## src/rtl/gcd_wb_pkg.sv

```systemverilog
// Shared types and constants for the GCD Wishbone bridge.
package gcd_wb_pkg;

    // Default operand/result width of the GCD unit.
    localparam int unsigned OPND_W_DEFAULT = 16;

    // Register offsets decoded from wbs_adr_i[3:2].
    localparam logic [1:0] ADDR_DATA   = 2'd0;
    localparam logic [1:0] ADDR_STATUS = 2'd1;

    // Bridge control states.
    typedef enum logic [1:0] {
        IDLE    = 2'd0,
        WR_WAIT = 2'd1,
        RD_WAIT = 2'd2,
        ACK     = 2'd3
    } state_e;

endpackage

```

## src/rtl/gcd_resp_fifo.sv

```systemverilog
// Small synchronous FIFO buffering GCD results until the bus reads them.
module gcd_resp_fifo #(
    parameter int unsigned WIDTH = 16,
    parameter int unsigned DEPTH = 2
) (
    input  logic                       clk,
    input  logic                       reset,
    input  logic                       push,
    input  logic                       pop,
    input  logic [WIDTH-1:0]           din,
    output logic [WIDTH-1:0]           dout,
    output logic                       full,
    output logic                       empty,
    output logic [$clog2(DEPTH):0]     count
);

    localparam int unsigned PTR_W = $clog2(DEPTH);
    localparam int unsigned CNT_W = PTR_W + 1;

    logic [WIDTH-1:0] mem [DEPTH];
    logic [PTR_W-1:0] wr_ptr;
    logic [PTR_W-1:0] rd_ptr;
    logic             do_push_c;
    logic             do_pop_c;
    logic [CNT_W-1:0] count_d;

    // A full FIFO refuses pushes even if a pop happens in the same cycle.
    assign do_push_c = push & ~full;
    assign do_pop_c  = pop & ~empty;
    assign dout      = mem[rd_ptr];

    // Next occupancy.
    always_comb begin
        count_d = count + CNT_W'(do_push_c) - CNT_W'(do_pop_c);
    end

    // Pointers, occupancy and registered flags.
    always_ff @(posedge clk) begin
        if (!reset) begin
            wr_ptr <= '0;
            rd_ptr <= '0;
            count  <= '0;
            full   <= 1'b0;
            empty  <= 1'b1;
        end else begin
            if (do_push_c) begin
                wr_ptr <= wr_ptr + PTR_W'(1);
            end
            if (do_pop_c) begin
                rd_ptr <= rd_ptr + PTR_W'(1);
            end
            count <= count_d;
            full  <= (count_d == CNT_W'(DEPTH));
            empty <= (count_d == '0);
        end
    end

    // Storage array; contents are don't-care while empty.
    always_ff @(posedge clk) begin
        if (do_push_c) begin
            mem[wr_ptr] <= din;
        end
    end

endmodule

```

## src/rtl/gcd_wb_bridge.sv

```systemverilog
// Wishbone slave front-end for the GCD unit: writes issue requests,
// reads return buffered results; both block until they can complete.
module gcd_wb_bridge
    import gcd_wb_pkg::*;
#(
    parameter int unsigned OPND_W     = OPND_W_DEFAULT,
    parameter int unsigned DATA_W     = 2 * OPND_W,
    parameter int unsigned RESP_DEPTH = 2
) (
    input  logic              clk,
    input  logic              reset,
    input  logic              wbs_stb_i,
    input  logic              wbs_cyc_i,
    input  logic              wbs_we_i,
    input  logic [3:0]        wbs_sel_i,
    input  logic [DATA_W-1:0] wbs_dat_i,
    input  logic [31:0]       wbs_adr_i,
    output logic              wbs_ack_o,
    output logic [DATA_W-1:0] wbs_dat_o,
    output logic              req_val,
    input  logic              req_rdy,
    output logic [DATA_W-1:0] req_msg,
    input  logic              resp_val,
    output logic              resp_rdy,
    input  logic [OPND_W-1:0] resp_msg
);

    localparam int unsigned CNT_W = $clog2(RESP_DEPTH) + 1;

    state_e            state_q;
    state_e            state_d;
    logic              ack_d;
    logic              req_val_d;
    logic [DATA_W-1:0] req_msg_d;
    logic [DATA_W-1:0] dat_o_d;
    logic [DATA_W-1:0] status_word_c;
    logic              bus_req_c;
    logic [1:0]        offset_c;
    logic              fifo_push_c;
    logic              fifo_pop_c;
    logic              fifo_full;
    logic              fifo_empty;
    logic [OPND_W-1:0] fifo_head;
    logic [CNT_W-1:0]  fifo_count;
    logic              unused_ok;

    assign bus_req_c   = wbs_stb_i & wbs_cyc_i;
    assign offset_c    = wbs_adr_i[3:2];
    assign resp_rdy    = ~fifo_full;
    assign fifo_push_c = resp_val & ~fifo_full;
    assign unused_ok   = &{1'b0, wbs_sel_i, wbs_adr_i[31:4], wbs_adr_i[1:0]};

    // STATUS word: occupancy in [15:8], outstanding request in bit 0.
    assign status_word_c = DATA_W'({8'(fifo_count), 7'd0, (state_q == WR_WAIT)});

    // Result buffer between the GCD unit and the bus.
    gcd_resp_fifo #(
        .WIDTH (OPND_W),
        .DEPTH (RESP_DEPTH)
    ) u_resp_fifo (
        .clk   (clk),
        .reset (reset),
        .push  (fifo_push_c),
        .pop   (fifo_pop_c),
        .din   (resp_msg),
        .dout  (fifo_head),
        .full  (fifo_full),
        .empty (fifo_empty),
        .count (fifo_count)
    );

    // Next-state and next-output decode.
    always_comb begin
        state_d    = state_q;
        req_msg_d  = req_msg;
        dat_o_d    = wbs_dat_o;
        fifo_pop_c = 1'b0;

        case (state_q)
            IDLE: begin
                if (bus_req_c) begin
                    if (offset_c == ADDR_DATA) begin
                        if (wbs_we_i) begin
                            req_msg_d = wbs_dat_i;
                            state_d   = WR_WAIT;
                        end else begin
                            state_d = RD_WAIT;
                        end
                    end else begin
                        if (!wbs_we_i) begin
                            dat_o_d = (offset_c == ADDR_STATUS) ? status_word_c : '0;
                        end
                        state_d = ACK;
                    end
                end
            end
            WR_WAIT: begin
                // A dropped cycle abandons the transfer without an ack.
                if (!wbs_cyc_i) begin
                    state_d = IDLE;
                end else if (req_rdy) begin
                    state_d = ACK;
                end
            end
            RD_WAIT: begin
                if (!wbs_cyc_i) begin
                    state_d = IDLE;
                end else if (!fifo_empty) begin
                    fifo_pop_c = 1'b1;
                    dat_o_d    = DATA_W'(fifo_head);
                    state_d    = ACK;
                end
            end
            ACK: begin
                state_d = IDLE;
            end
            default: begin
                state_d = IDLE;
            end
        endcase

        ack_d     = (state_d == ACK);
        req_val_d = (state_d == WR_WAIT);
    end

    // State and registered bus/request outputs.
    always_ff @(posedge clk) begin
        if (!reset) begin
            state_q   <= IDLE;
            wbs_ack_o <= 1'b0;
            req_val   <= 1'b0;
            req_msg   <= '0;
            wbs_dat_o <= '0;
        end else begin
            state_q   <= state_d;
            wbs_ack_o <= ack_d;
            req_val   <= req_val_d;
            req_msg   <= req_msg_d;
            wbs_dat_o <= dat_o_d;
        end
    end

endmodule
```

## config.mk

```make
export PLATFORM = sky130hd
export DESIGN_NAME = gcd_wb_bridge
export DESIGN_NICKNAME = d
export VERILOG_FILES = /design/src/rtl/gcd_wb_pkg.sv /design/src/rtl/gcd_resp_fifo.sv /design/src/rtl/gcd_wb_bridge.sv
export SDC_FILE = /design/constraint.sdc
export NUM_CORES = 1
export LEC_CHECK = 0
export CORE_ASPECT_RATIO = 1.25
export CORE_UTILIZATION = 46
export CTS_CLUSTER_SIZE = 24
export DETAILED_ROUTE_END_ITERATION = 8
export PLACE_DENSITY = 0.87
export SLEW_MARGIN = 40
export SYNTH_ARGS = -nofsm -noshare
export SYNTH_HDL_FRONTEND = slang
export SYNTH_SLANG_ARGS = --single-unit
```

## constraint.sdc

```tcl
create_clock -name clk -period 3.81 [get_ports clk]
set_input_delay 0.762 -clock clk [delete_from_list [all_inputs] [get_ports clk]]
set_output_delay 0.762 -clock clk [all_outputs]
set_load 0.02 [all_outputs]
```

==> impl_results.md, run 1 <==
- Final setup fails: 0
- Root Buffer: clkbuf_8
- CP Data Required Time: ~4.1 ns
- Starting Density: 47.6%
- Worst r2r path cells: 3
- Final Hold Fails: 0
- Hold Path Depth: 2
- Largest net degree at the start of global routing: 35
- Worst-path clk slew: 0.10 ns
- Worst-case clock buffer depth: 2
- Synth top area cells: dfxtp_1 (32%), edfxtp_1 (26%), mux2_2 (4.8%)
- CTS buffer count: 9
- NetSw: 503 uW
- Yosys top cell by area: dfxtp_1
- WP data arrival: 2.59 ns
- Core area: roughly 7800 um^2
- Total number of H-tree levels: 3
- Per-cell routed wire length: roughly 15 um
- Pwr/cell area: 408 nW/um^2
- Clk sinks: 91
- Residual DRC: 0
- N_diodes: 0
- Unrepaired setup endpoints after global routing: no
- Cell variety after synth: 43
- Worst min-delay path startpoint: wbs_dat_o[10]
- CTS tree: done
- Reg-to-Reg End: wbs_dat_o[8]
- Reg2Reg Setup Slack: 1.86 ns
- Post-synthesis cell area: 3730 um^2
- Post_cts resized: 0
- Synth warn: 0
- DPL Wire Length: approximately 6 mm
- Multi-input logic area: 1410 um^2
- Fin util: 64.4%
- Vias in the first global route: ~2800
- Post-synthesis register bit count: 91
- Leakage: 0.00179 uW
- Synthesis-to-finish area growth: 35.2%
- Fill count: around 630
- Switching Share: 24.4%
- Std-Cell Rows: 36
- Syn_area_per_cell: 10.8 um^2
- Power share of the clock group: 35.1%
- Fin. max-slew vios: 0
- Die height: 103 um
- Initial antenna violation count: 0
- Routability cong.: 0.783
- Clk_skew: about 0.010 ns
- Main synth FF type: dfxtp_1
- Vias per cell: 5.39
- Post-synth EDFFs: 32
- Crit Path Class: primary input to register
- Max rail drop VDD: 0.000261 V
- First-pass GRT wire length: ~14 mm
- DRT Wirelength: 8.45 mm
- Reg area: 2140 um^2
- Crit-path cells: clkdlybuf4s50_1, or3b_1, buf_4, a311o_1, a211oi_2
- Outcome: completed
- DR top layer: met4
- Max Fanout on Critical Path: 34
- # hold bufs at CTS: 0
- Port Buffers: 107
- Worst-Margin Slew: a little under 0.8 ns
- Critical-path top delay cell: clkdlybuf4s50_1
- Crit start category: primary input
- Setup TNS: 0 ns
- Metal2 WL: 4.15 mm
- Post-synth ARST share: 0%
- Final Cycle Share: a little over 60%
- Fin nets: 538
- Grt total ovfl: 0
- Initial drt markers: 166
- CP Capture Type: register
- Routed met1 length: ~3.4 mm
- Hold Crit Class: register to register
- Synth cell count leaders: dfxtp_1 (59), a21oi_1 (32), edfxtp_1 (32), nand3_1 (32), o21ai_0 (30)
- Final min period: 2.31 ns
- Die area: 8480 um^2
- Clk_lat worst skew: 0.36 ns
- Mapped Cells: 346
- Slowest stage delay, CP: between 0.5 and 0.6 ns
- Routed wl met3: 729 um
- I/O pin cnt: ~160
- Max Freq: 433 MHz
- Part of the power in registers: 52.5%
- Sequential area share after synthesis: 57.4%
- Antenna violation net count after detailed routing: 0
- Setup Fix Bufs, Post-CTS: 0
- Top cell type's share of synthesized area: 31.6%
- Top-count cell post-synth: dfxtp_1
- Layout cells sized above 1: 10.2%
- Cell-internal power: 1560 uW
- Pre-antenna DRT Iters: 4
- Relative slew slack: 48.7%
- Max cap viols: 0
- Global-route usage over all layers: a little over a fifth
- Reg2reg start: state_q[1]
- Die X: around 83 um
- Hold EP: wbs_dat_o[10]
- Comb power frac: 12.4%
- Total number of vias: 2940
routing by layer:
metal / up-vias / GRT usage, %
li1: 1407 / -
met1: 1406 / 25.0
met2: 115 / 35.7
met3: 12 / 8.67
met4: 0 / 8.36
met5: - / 0
worst max-delay path: cells and delay by family:
family                 cells  cell delay [ns]
buffers and inverters      2             0.80
AND/OR/NAND/NOR            1             0.43
AO/OA/AOI/OAI              2             0.59
cells by family (layout without fill, tap and decap cells):
| family | count (synthesis) | after routing | synth area share [%] |
|---|---|---|---|
| adder cells (fa/ha/maj) | 2 | 2 | 0.670 |
| other | 1 | 16 | 0.100 |
| XOR/XNOR | 3 | 3 | 1.07 |
| multiplexers | 31 | 31 | 8.85 |
| AND/OR/NAND/NOR | 93 | 93 | 13.2 |
| AO/OA/AOI/OAI | 77 | 77 | 11.6 |
| flip-flops | 91 | 91 | 57.4 |
| buffers and inverters | 48 | 137 | 7.14 |
power groups by stage:
stage	sequential [uW]	clock (uW)	combinational (uW)
after detailed placement	1100	0	255
after floorplan	1100	0	149
after global routing	1090	785	279
after CTS	1080	743	256
final	1080	723	255
after global placement	1100	0	247
worst max path at each step:
stage	startpoint	to	slack [ns]	cells past startpoint
2_1_floorplan	resp_val	u_resp_fifo.mem[0][0]	1.62	2
3_3_place_gp	reset	wbs_dat_o[9]	1.05	3
3_5_place_dp	reset	req_msg[25]	0.99	4
4_1_cts	reset	wbs_dat_o[0]	1.38	3
5_1_grt	wbs_cyc_i	u_resp_fifo.empty	1.41	8
6_report	wbs_adr_i[3]	req_val	1.50	5
registers in the layout, indices dropped and copies added, names as in the netlist, named ones only:
signal / flops
state_q: 2
req_msg: 32
wbs_ack_o: 1
u_resp_fifo.wr_ptr: 1
u_resp_fifo.rd_ptr: 1
wbs_dat_o: 16
u_resp_fifo.full: 1
u_resp_fifo.count: 2
req_val: 1
u_resp_fifo.mem: 32
u_resp_fifo.empty: 1
area by class of cell:
class / instances / area share [%]
multi-input cells: 222 / 27.9
clock inverters: 7 / 2.01
flip-flops and latches: 91 / 42.4
clock buffers: 9 / 2.45
inverters: 7 / 0.521
repair buffers: 114 / 22.3
well taps: 95 / 2.36
per-stage QoR:
step           setup slack, ns  cells  total power, uW  hold slack (ns)  cell area (um^2)
3_5_place_dp             0.986    529             1360            0.458              4820
6_report                  1.50    545             2060            0.469              5050
3_3_place_gp              1.05    529             1350            0.443              4810
4_1_cts                   1.38    545             2080            0.470              5050
2_1_floorplan             1.62    361             1250            0.481              3790
5_1_grt                   1.41    545             2150            0.491              5050
layout by cell type, fill, tap and decap left out, drive strengths merged, types with 5 or more instances in the layout:
cell type and count:
clkbuf 9, inv 8, clkdlybuf4s50 107, nor3 5, a21oi 32, edfxtp 32, buf 7, nand3 32
nand2 26, nor2b 6, conb 16, mux2 16, dfxtp 59, mux2i 15, nor2 6, o21ai 35
No activity file was read; power rests on OpenSTA's default activity.
==> run 2, diff against run 1 <==
CORE_UTILIZATION = 42   (was 46)
PLACE_DENSITY = 0.8   (was 0.87)
clock period = 2.4 ns   (was 3.81 ns; I/O delays follow)
==> impl_results.md, run 2 (synthesis gave the netlist of run 1 again) <==
- Fin. max-slew vios: 0 (unchanged)
- Die height: 107 um (+4.6%)
- Port Buffers: 107 (unchanged)
- Routed wl met3: 776 um (+6.4%)
- Die area: 9270 um^2 (+9.3%)
- Relative slew slack: 57.7% (+9.0 points)
- Fin nets: 542 (+0.74%)
- Crit start category: register
- Routability cong.: 0.754 (-3.8%)
- Reg2reg start: state_q[1]
- Clk_lat worst skew: 0.37 ns (about the same)
- Die X: 86.3 um (+4.5%)
- Pre-antenna DRT Iters: 4 (unchanged)
- Vias per cell: 4.99 (-7.4%)
- CTS buffer count: 9 (unchanged)
- DRT Wirelength: 8.66 mm (+2.6%)
- Worst-Margin Slew: 0.631 ns (-0.138 ns)
- WP data arrival: 2.19 ns (-0.40 ns)
- Clk_skew: 0.00901 ns (-0.00146 ns)
- Core area: 8650 um^2 (+10%)
- Initial drt markers: 180 (+8.4%)
- Post_cts resized: 0 (unchanged)
- Max rail drop VDD: 0.000419 V (+61%)
- # hold bufs at CTS: 0 (unchanged)
- CP Capture Type: register
- Crit Path Class: register to register
- Layout cells sized above 1: 10.6% (+0.35 points)
- DPL Wire Length: 5.92 mm (+0.78%)
- Critical path startpoint: state_q[1]
- Std-Cell Rows: 38 (+5.6%)
- Total number of vias: 2867 (-2.5%)
- Vias in the first global route: 2832 (-0.49%)
- Total number of H-tree levels: 3 (unchanged)
- Grt total ovfl: 0 (unchanged)
- Worst-case clock buffer depth: 2 (unchanged)
- Worst-path clk slew: 0.09 ns (about the same)
- CTS tree: done
- Final Cycle Share: 80.1%
- Final Hold Fails: 0 (unchanged)
- Routed met1 length: 3.61 mm (+5.2%)
- DR top layer: met4
- CP Data Required Time: 2.66 ns (-1.43 ns)
- Initial antenna violation count: 0 (unchanged)
- Pre-CTS WS: 0.157 ns (-0.829 ns)
- Worst min-delay path startpoint: wbs_dat_o[13]
- I/O pin cnt: 158 (unchanged)
- Starting Density: 43.1% (-4.5 points)
- Clk sinks: 91 (unchanged)
- Setup Fix Bufs, Post-CTS: 0 (unchanged)
- Commonest non-fill, non-tap cells in the layout: clkdlybuf4s50_1 (107), dfxtp_1 (59), nand3_1 (32), a21oi_1 (32), edfxtp_1 (32)
- Setup TNS: 0 ns (unchanged)
- Max Fanout on Critical Path: 13 (-62%)
- Commonest non-fill, non-tap cell in the layout: clkdlybuf4s50_1
- Final setup fails: 0 (unchanged)
- Pwr/cell area: 625 nW/um^2 (+53%)
- Final worst slack: 0.477 ns (-1.02 ns)
- DP Area: 4910 um^2 (+1.8%)
- N_diodes: 0 (unchanged)
- Final min period: between 1.5 and 2 ns
- Per-cell routed wire length: 15.1 um (-2.6%)
- First-pass GRT wire length: 13.9 mm (+2.5%)
- Max cap viols: 0 (unchanged)
- Largest net degree at the start of global routing: 45 (+29%)
- Max Freq: ~520 MHz
- Leakage: 0.00180 uW (+0.68%)
- Antenna violation net count after detailed routing: 0 (unchanged)
- Outcome: completed
- Metal2 WL: 4.16 mm (+0.34%)
- Residual DRC: 0 (unchanged)
- Design Area, Final: 5110 um^2 (+1.2%)
- Tot Pwr: 3190 uW (+55%)
- Root Buffer: clkbuf_8
- Unrepaired setup endpoints after global routing: no
- Synthesis-to-finish area growth: 36.8%
- Global-route usage over all layers: 19.7% (-1.9 points)
- Hold Crit Class: register to register
- Top Registers: req_msg: 32 flops, u_resp_fifo.mem: 32 flops, wbs_dat_o: 16 flops
-- run 2: changes by cell type in the layout (fill, tap and decap cells not counted) --
cell       previous run  this run
inv_2                 1         0
buf_4                 7         9
clkinv_1              0         2
clkinv_4              2         1
buf_12                0         2
inv_6                 1         2
bufinv_16             2         1
-- run 2: where the power goes --
part	total, uW	switching, uW	internal, uW
clock network	1060	572	487
logic	419	214	205
registers	1710	32.8	1680
-- run 2: final timing paths --
kind                            cells past startpoint           endpoint  slack (ns)
worst max-delay path                                7  u_resp_fifo.empty        0.48
worst min-delay path                                2      wbs_dat_o[13]        0.47
worst max register to register                      7  u_resp_fifo.empty        0.48
worst min register to register                      2      wbs_dat_o[13]        0.47
-- run 2: cell type report --
| class | count | area [um^2] |
|---|---|---|
| multi-input combinational | 222 | 1410 |
| clock inverter | 7 | 75.1 |
| inverter | 7 | 26.3 |
| clock buffer | 9 | 124 |
| fill | 745 | 3550 |
| tap | 120 | 150 |
| sequential | 91 | 2140 |
| timing repair buffer | 118 | 1180 |
-- run 2: layer usage --
metal  vias up  GRT usage [%]
met5         -              0
met4         0           6.79
met3        12           8.51
met2       110           32.0
met1      1331           23.1
li1       1414              -
-- run 2: worst max-delay path, cell delays in order, from the launching register on --
cell	delay (ns)
dfxtp_1	0.60
and4bb_2	0.34
ha_1	0.24
inv_1	0.07
ha_1	0.14
xnor3_1	0.23
nor2_1	0.13
nor2_1	0.07
-- run 2: stage by stage --
stage                     hold slack (ns)  instances  utilization, %
final                               0.471        574            59.0
after global routing                0.493        574            59.0
after CTS                           0.476        574            59.0
after detailed placement            0.458        558            56.7
after global placement              0.444        558            56.6
after floorplan                     0.481        361               -
==> run 3, diff against run 2 <==
clock period = 1.8 ns   (was 2.4 ns; I/O delays follow)
==> impl_results.md, run 3 (synthesis gave the netlist of run 1 again) <==
- Final worst slack: 0.0803 ns (-0.397 ns)
- Final Cycle Share: between 90% and 100%
- Die height: 107 um (unchanged)
- Clk_lat worst skew: 0.36 ns (about the same)
- Leakage: 0.00192 uW (+6.7%)
- Commonest non-fill, non-tap cells in the layout: clkdlybuf4s50_1 (107), dfxtp_1 (58), nand3_1 (32), a21oi_1 (32), edfxtp_1 (32)
- Clk sinks: 91 (unchanged)
- Commonest non-fill, non-tap cell in the layout: clkdlybuf4s50_1
- Max Fanout on Critical Path: 2 (-11)
- Outcome: completed
- Initial antenna violation count: 0 (unchanged)
- Top Registers: req_msg: 32 flops, u_resp_fifo.mem: 32 flops, wbs_dat_o: 16 flops
- CTS tree: done
- Critical-path top delay cell: clkdlybuf4s50_1
- Hold EP: wbs_dat_o[1]
- Unrepaired setup endpoints after global routing: no
- CP Data Required Time: 1.44 ns (-1.22 ns)
- Final Hold Fails: 0 (unchanged)
- Reg2reg start: state_q[0]
- Hold Path Depth: 2 (unchanged)
- Design Area, Final: 5310 um^2 (+4.0%)
- Final min period: ~1.7 ns
- Worst-path clk slew: 0.09 ns (about the same)
- Die area: 9270 um^2 (unchanged)
- Reg-to-Reg End: u_resp_fifo.empty
- Port Buffers: 107 (unchanged)
- Final hold slack: 0.465 ns (-0.00523 ns)
- DP Area: 5070 um^2 (+3.2%)
- Grt total ovfl: 0 (unchanged)
- Synthesis-to-finish area growth: 42.3%
- CTS buffer count: 9 (unchanged)
- I/O pin cnt: 158 (unchanged)
- Layout cells sized above 1: 13.5% (+2.9 points)
- Vias per cell: 5.02 (+0.55%)
- Root Buffer: clkbuf_8
- Antenna violation net count after detailed routing: 0 (unchanged)
- Vias in the first global route: 2869 (+1.3%)
- Total number of vias: 2953 (+3.0%)
- WP data arrival: 1.36 ns (-0.83 ns)
- Crit path buf inv count: 2 (+1)
- Total number of H-tree levels: 3 (unchanged)
- Global-route usage over all layers: 19.1% (-0.60 points)
- Std-Cell Rows: 38 (unchanged)
- Worst min-delay path startpoint: wbs_dat_o[1]
- N_diodes: 0 (unchanged)
- # hold bufs at CTS: 0 (unchanged)
- DPL Wire Length: 5.95 mm (+0.60%)
- Fin nets: 556 (+2.6%)
- Worst r2r path cells: 7 (unchanged)
- Largest net degree at the start of global routing: 35 (-22%)
- DRT Wirelength: 8.55 mm (-1.3%)
- Die X: 86.3 um (unchanged)
- Slowest stage delay, CP: 0.62 ns (+0.02 ns)
- Worst-case clock buffer depth: 2 (unchanged)
- Max cap viols: 0 (unchanged)
- Residual DRC: 0 (unchanged)
- Initial drt markers: 82 (-54%)
- Final setup fails: 0 (unchanged)
- Per-cell routed wire length: 14.5 um (-3.6%)
- Setup TNS: 0 ns (unchanged)
- Routability cong.: 0.789 (+4.7%)
- Max Freq: 581 MHz
- Top delay family on crit path: buffers and inverters
- Fin. max-slew vios: 0 (unchanged)
- Crit Path Class: register to primary output
- Crit-path cells: inv_1, clkdlybuf4s50_1
- Pre-antenna DRT Iters: 5 (+1)
- Starting Density: 43.1% (unchanged)
- Core area: 8650 um^2 (unchanged)
- Max rail drop VDD: 0.000601 V (+44%)
- First-pass GRT wire length: 13.7 mm (-1.3%)
- Crit start category: register
- Fin util: 61.4% (+2.4 points)
- Reg2Reg Setup Slack: 0.19 ns (-0.29 ns)
- Pwr/cell area: 861 nW/um^2 (+38%)
- Hold Crit Class: register to register
- Clk_skew: 0.0138 ns (+0.00478 ns)
- Pre-CTS WS: -0.267 ns (-0.424 ns)
- CP Capture Type: primary output
==> run 3: cell types whose count changed in the layout (fill, tap and decap cells not counted), sizes merged <==
cell	change
buf	+14
bufinv	+2
clkinvlp	-2
inv	+1
clkinv	-1
==> run 3: worst max-delay path by stage <==
stage                      from                     to  slack (ns)  depth (start not counted)
3_3_place_gp          wbs_cyc_i      u_resp_fifo.empty       -0.22                          8
6_report       u_resp_fifo.full               resp_rdy        0.08                          2
4_1_cts        u_resp_fifo.full               resp_rdy        0.06                          2
3_5_place_dp          wbs_cyc_i      u_resp_fifo.empty       -0.27                          8
5_1_grt            wbs_dat_o[8]           wbs_dat_o[8]        0.01                          1
2_1_floorplan          resp_val  u_resp_fifo.mem[0][0]        0.02                          2
==> run 3: final cells by class <==
type	count	area (um^2)
clock buffers	9	124
inverters	7	26.3
flip-flops and latches	91	2140
clock inverters	7	120
multi-input cells	222	1400
repair buffers	132	1350
fillers	719	3340
well taps	120	150
==> run 3: per-layer routing <==
metal | routed length [um] | global-route usage (%)
met1 | 3540 | 22.4
met3 | 635 | 5.90
met5 | 0 | 0
met4 | 132 | 7.74
met2 | 4240 | 32.1
==> run 3: repair_timing <==
| action | 4_1_cts | 5_1_grt |
|---|---|---|
| resized for setup | 0 | 1 |
| setup endpoints to repair | 0 | 1 |
| setup buffers | 0 | 0 |
==> run 3: stage by stage <==
step	instances	total power [uW]
after floorplan	361	2650
after detailed placement	572	2940
final	588	4570
after global routing	588	4750
after CTS	588	4620
after global placement	572	2920
==> run 3: worst register-to-register path: cells and delay by family, from the launching register on <==
| family | cells | cell delay [ns] |
|---|---|---|
| xor+xnor | 1 | 0.22 |
| fa+ha+maj | 2 | 0.41 |
| buf+inv | 1 | 0.06 |
| flops | 1 | 0.38 |
| simple gates | 3 | 0.45 |
==> run 3: report_power, final <==
| group | leakage, uW | total (uW) | switching [uW] | internal [uW] |
|---|---|---|---|---|
| Combinational | 0.00102 | 614 | 297 | 317 |
| Sequential | 0.000777 | 2280 | 39.8 | 2240 |
| Clock | 0.000122 | 1680 | 743 | 933 |
